<file path="src/rtl/alu_step_ctrl.sv">
// Seven-step stepper and control decoder for the 7-step processor.
// Optional: define ALU_STEP_EARLY_WRAP_EN to wrap to S1 after the last busy step.
module alu_step_ctrl (
    input  logic       clk,
    input  logic       reset,
    input  logic       run,
    input  logic [7:0] ir,
    output logic [6:0] step,
    output logic       bus1,
    output logic       iar_e,
    output logic       iar_s,
    output logic       mar_s,
    output logic       ram_e,
    output logic       ram_s,
    output logic       ir_s,
    output logic       tmp_s,
    output logic       acc_e,
    output logic       acc_s,
    output logic [3:0] reg_e,
    output logic [3:0] reg_s,
    output logic [2:0] alu_op
);

    logic       is_alu;
    logic       is_load;
    logic       is_store;
    logic       is_cmp;
    logic [3:0] ra_oh;
    logic [3:0] rb_oh;
    logic       last;
    logic [6:0] step_next;

    assign is_alu   = ir[7];
    assign is_load  = (ir[7:4] == 4'b0000);
    assign is_store = (ir[7:4] == 4'b0001);
    assign is_cmp   = (ir[6:4] == 3'b111);
    assign ra_oh    = 4'b0001 << ir[3:2];
    assign rb_oh    = 4'b0001 << ir[1:0];

`ifdef ALU_STEP_EARLY_WRAP_EN
    // Last busy step: S3 for NOP, S5 for LOAD/STORE, S6 for ALU.
    assign last = (step[5] && is_alu)
               || (step[4] && (is_load || is_store))
               || (step[2] && !is_alu && !is_load && !is_store);
`else
    assign last = 1'b0;
`endif

    assign step_next = last ? 7'b0000001 : {step[5:0], step[6]};

    // Step ring: reset to S1, hold while run is low, else advance.
    always_ff @(posedge clk) begin
        if (reset) begin
            step <= 7'b0000001;
        end else if (run) begin
            step <= step_next;
        end
    end

    // Per-step strobe decode; everything low in reset or when frozen.
    always_comb begin
        bus1   = 1'b0;
        iar_e  = 1'b0;
        iar_s  = 1'b0;
        mar_s  = 1'b0;
        ram_e  = 1'b0;
        ram_s  = 1'b0;
        ir_s   = 1'b0;
        tmp_s  = 1'b0;
        acc_e  = 1'b0;
        acc_s  = 1'b0;
        reg_e  = 4'b0000;
        reg_s  = 4'b0000;
        alu_op = 3'b000;
        if (!reset && run) begin
            unique case (1'b1)
                step[0]: begin
                    bus1  = 1'b1;
                    iar_e = 1'b1;
                    mar_s = 1'b1;
                    acc_s = 1'b1;
                end
                step[1]: begin
                    ram_e = 1'b1;
                    ir_s  = 1'b1;
                end
                step[2]: begin
                    acc_e = 1'b1;
                    iar_s = 1'b1;
                end
                step[3]: begin
                    if (is_alu) begin
                        reg_e = rb_oh;
                        tmp_s = 1'b1;
                    end else if (is_load || is_store) begin
                        reg_e = ra_oh;
                        mar_s = 1'b1;
                    end
                end
                step[4]: begin
                    if (is_alu) begin
                        reg_e  = ra_oh;
                        alu_op = ir[6:4];
                        acc_s  = 1'b1;
                    end else if (is_load) begin
                        ram_e = 1'b1;
                        reg_s = rb_oh;
                    end else if (is_store) begin
                        reg_e = rb_oh;
                        ram_s = 1'b1;
                    end
                end
                step[5]: begin
                    if (is_alu) begin
                        acc_e = 1'b1;
                        reg_s = is_cmp ? 4'b0000 : rb_oh;
                    end
                end
                default: begin
                end
            endcase
        end
    end

endmodule
</file>
<file path="config.mk">
export PLATFORM = sky130hd
export DESIGN_NAME = alu_step_ctrl
export DESIGN_NICKNAME = d
export VERILOG_FILES = /design/src/rtl/alu_step_ctrl.sv
export SDC_FILE = /design/constraint.sdc
export NUM_CORES = 1
export LEC_CHECK = 0
export CAP_MARGIN = 20
export CORE_UTILIZATION = 38
export CTS_BUF_LIST = sky130_fd_sc_hd__clkbuf_2
export CTS_CLUSTER_DIAMETER = 60
export DETAILED_ROUTE_END_ITERATION = 10
export GPL_ROUTABILITY_DRIVEN = 1
export PLACE_DENSITY_LB_ADDON = 0.08
export SLEW_MARGIN = 20
export SYNTH_ARGS = -nofsm -noshare
export SYNTH_HDL_FRONTEND = slang
export SYNTH_SLANG_ARGS = --single-unit
</file>
<file path="constraint.sdc">
create_clock -name clk -period 4.4 [get_ports clk]
set_clock_uncertainty 0.1 [all_clocks]
set_input_delay 0.88 -clock clk [delete_from_list [all_inputs] [get_ports clk]]
set_output_delay 0.88 -clock clk [all_outputs]
set_load 0.03 [all_outputs]
</file>
; Word-level counts from Yosys, hierarchy flattened
; Index checks and enable logic that the tools add are counted.
[totals]
wordCells = 51
register_bits = 7
out_inout_bits = 28
[op_classes]
n_eq_ne = 2
n_mux = 42
shifts = 2
reduce_logical = 4
[ops]
columns = op, n
row1 = $mux 4, 11
row2 = $mux 1, 22
row3 = $pmux 4 s2, 2
row4 = $mux 3, 3
row5 = $pmux 1 s2, 4
row6 = $shl 1x2->4 const A, 2
row7 = $eq 4x1->1 const B, 1
row8 = $logic_not 4->1, 1
row9 = $eq 3x3->1 const B, 1
row10 = $logic_and 1x1->1, 1
row11 = $logic_not 1->1, 1
row12 = $logic_or 1x1->1, 1

; Longest topological paths before layout
; Gate-level depths: netlist of run 1.
[logic_depth]
word_depth = 6
ltp_mapped = 4

; Least setup slack after synthesis of run 1
; Ideal clock, no wire load.
[synth_timing]
kind = input -> output
from = input port ir[7]
to = output port reg_s[1]
arrival_ns = 2.408
path_stages = 4
required_ns = 3.420
slack_ns = 1.012
n_path_buf = 1
cell_sequence = buf_6 > or4b_4 > a2bb2oi_2 > nor3_1
[synth_between]
elab_chain_len = 5
word_cells_on_any_way = 6
classes_between = mux (5) / reduce/logical (1)
[synth_rtl]
columns = item, line
row1 = from (decl), 7  ; input logic [7:0] ir,
row2 = $logic_not 4->1, 34  ; assign is_load = (ir[7:4] == 4'b0000);
row3 = $mux 4, 105  ; end else if (is_load) begin
row4 = $mux 4, 101  ; if (is_alu) begin
row5 = $pmux 4 s2 (*), 76  ; unique case (1'b1)
row6 = $mux 4 (*), 75  ; if (!reset && run) begin
row7 = to (decl), 20  ; output logic [3:0] reg_s,
; Mark *: on every way between the ends. The rest lies on a longest branch, timed or not.

; Worst setup path in the final report of run 1
[layout_timing]
from = input port ir[7]
to = output port reg_s[2]
; Same word-level chain as after synthesis.

==> qor.txt, run 1 <==
Postcts setup bufs -> 0
Per-cell routed wire length -> 12.7 um
Peak supply drop -> 0.167 mV
TritonCTS clock tree -> built
Biggest regs -> step: 7 flops
Number of port buffers -> 38
CTS buffer count -> 3
RR Startpoint -> step[0]
CP Data Required Time -> 3.42 ns
Fraction of layout cells with a size suffix above 1 -> 9.26%
Drt total wl -> 1.57 mm
CP max-delay cell -> clkdlybuf4s50_1
Post-synth cell types -> 28
Worst hold path depth -> 1
Setup crit end kind -> primary output
WP buf/inv -> 2
Proportion of netlist area held by the largest area contributor -> 25.4%
Post-synth top flop -> dfxtp_1
EDFF count, synth -> 0
Initial antenna violation count -> 0
Crit path arrival time -> 3.13 ns
Layout Utilization -> 71.8%
Placed cells -> 119
Via count -> 646
Area Growth Syn to Fin -> 73.5%
Post-synth top area cell -> dfxtp_1
GRT overflow -> 0
Largest net degree at the start of global routing -> 11
H-tree level count -> 1
Die Area -> 0.00161 sq mm
CP peak stage delay -> 0.70 ns
Worst path top cell family by delay -> buffers and inverters
Via density -> 5.25
Max-slew violations -> 0
Reg with most FFs -> step
Post-CTS Resized -> 0
Worst Reg-to-Reg Cells -> 2
PD cells -> 170 mW/mm^2
RR Endpoint -> step[0]
Syn Nets -> 79
Global Route Usage Sum -> 22.1%
Run status -> completed
CTS root buf -> clkbuf_2
Max Cap Viol -> 0
Clock Latency Late Sink -> 0.22 ns
Fmax -> 244 MHz
Yosys reg bits -> 7
Initial Util -> 41.4%
Leakage power -> 0.000347 uW
Cells along the critical path -> clkdlybuf4s50_1 -> or4b_4 -> a2bb2oi_2 -> nor3_1 -> clkdlybuf4s50_1
Die X-Extent -> 40.1 um
Setup TNS -> 0 ns
Clock sinks -> 7
Max-slew headroom -> 67.2%
Final setup vio count -> 0
CP Class -> in -> out
Pre-CTS setup slack -> 0.279 ns
Count of final hold-check violations -> 0
Remaining DRCs -> 0
Fin crit period -> 4.11 ns
Ant diodes -> 0
Synth area leaders -> dfxtp_1 25%, mux2i_1 9.1%, and2_1 7.9%
Filler cells -> 119
Seq. cell area -> 140 sq um
WHS Endpoint -> step[0]
Crit share post-route -> 93.3%
# nets final -> 120
Synthesized area -> 552 sq um
First DRT Iteration DRCs -> 14
Unrepaired setup endpoints after global routing -> false
Mean Syn Cell Area -> 8.11 sq um
DRT antenna net count -> 0
Async set-reset flop share out of synthesis -> 0%
First-pass GRT wire length -> 2.32 mm
CORE AREA -> 0.00133 sq mm
Mapped Cells -> 68
Placer Congestion -> 0.684
Warnings from Yosys -> 0
Register area share after synthesis -> 25.4%
Largest register FFs -> 7
Die height -> 40.1 um
HPWL after DPL -> 1.25 mm
Crit path max fanout -> 9
Non-Filler Instances -> 123
Hold Crit Start -> step[6]
Least-Margin Pin Slew -> 0.485 ns
Number of global-route vias before repair -> 547
Hold buffer count at CTS -> 0
HP Class -> reg -> reg
Drt pass-1 iters -> 4
Crit path launch type -> input port
Row cnt -> 13
Layout Cell Area excl Fill -> 957 sq um
Placed Area -> 937 sq um
CP most frequent cell -> clkdlybuf4s50_1
Setup ws final -> 0.293 ns
I/O pin cnt -> 39
Worst-path clk slew -> 0.07 ns
Footprint of the multi-input gates -> 383 sq um
R2R setup slack -> 3.50 ns
Clk buf depth -> 2
[worst max-delay path by stage]
stage,cells after the start,start,slack [ns],to
after floorplan,4,ir[7],1.01,reg_s[1]
after global placement,5,ir[7],0.36,reg_e[0]
after detailed placement,5,ir[7],0.28,reg_s[2]
after CTS,5,ir[7],0.28,reg_s[2]
after global routing,5,ir[7],0.12,reg_e[0]
final,5,ir[7],0.29,reg_s[2]
[where the power goes]
| part | total [uW] | switching, uW | internal [uW] |
|---|---|---|---|
| sequential | 68.1 | 2.66 | 65.5 |
| combinational | 49.1 | 25.4 | 23.6 |
| clock | 45.6 | 21.4 | 24.1 |
[layout make-up]
type                       instances  share of cell area, %
clock buffer                       4                   2.09
tap                               15                   1.96
sequential                         7                   14.6
multi-input combinational         57                   40.0
timing repair buffer              40                   41.3
[cells by family after synthesis]
group                  after synthesis  synth area share [%]
and+or+nand+nor                     39                  41.5
buffers and inverters                4                  5.22
muxes                                5                  9.07
AOI/OAI and AO/OA                   13                  18.8
DFF                                  7                  25.4
[cell usage after synthesis (all sizes together) (2+ instances only)]
cell type  count
a21oi          2
and2           7
and3           2
buf            4
dfxtp          7
mux2i          5
nand2          3
nand2b         5
nor2           9
nor2b          2
nor3           3
nor4b          2
o32ai          4
[layer usage]
layer  track usage (%)  wire [um]  vias to the layer above
met5                 0          0                        -
met4              15.5          0                        0
met3              3.89         62                        0
met2              37.9        790                       20
met1              24.4        713                      295
li1                  -          -                      331
[stage by stage]
stage,total power (uW),hold slack (ns)
after floorplan,95.1,0.546
after global placement,118,0.378
after detailed placement,118,0.383
after CTS,166,0.397
after global routing,172,0.415
final,163,0.397
[placed cells by master, fill, tap and decap left out]
cell              n
a2bb2oi_2         1
clkdlybuf4s50_1  38
nand2_1           3
dfxtp_1           7
a21oi_1           2
nor2b_1           2
mux2i_1           5
and2_1            7
or2_2             1
o21ai_1           1
nand2b_1          5
nand3_1           1
clkbuf_2          4
nor4_2            1
or3_1             1
nor3b_1           1
o32ai_1           4
a211o_1           1
o21a_1            1
nor3_1            3
nor2_1            9
a22oi_1           1
o21bai_1          1
and3_1            2
buf_4             2
or4b_4            1
nor4b_1           2
o211ai_1          1
Note: power is estimated with default switching activity, not from simulation.
==> inputs of run 2 (changes only) <==
Settings changed: CTS_CLUSTER_SIZE set to 10, SLEW_MARGIN 20 to 25.
==> results of run 2 <==
No change in the layout: final DEF, timing and power equal those of run 1.
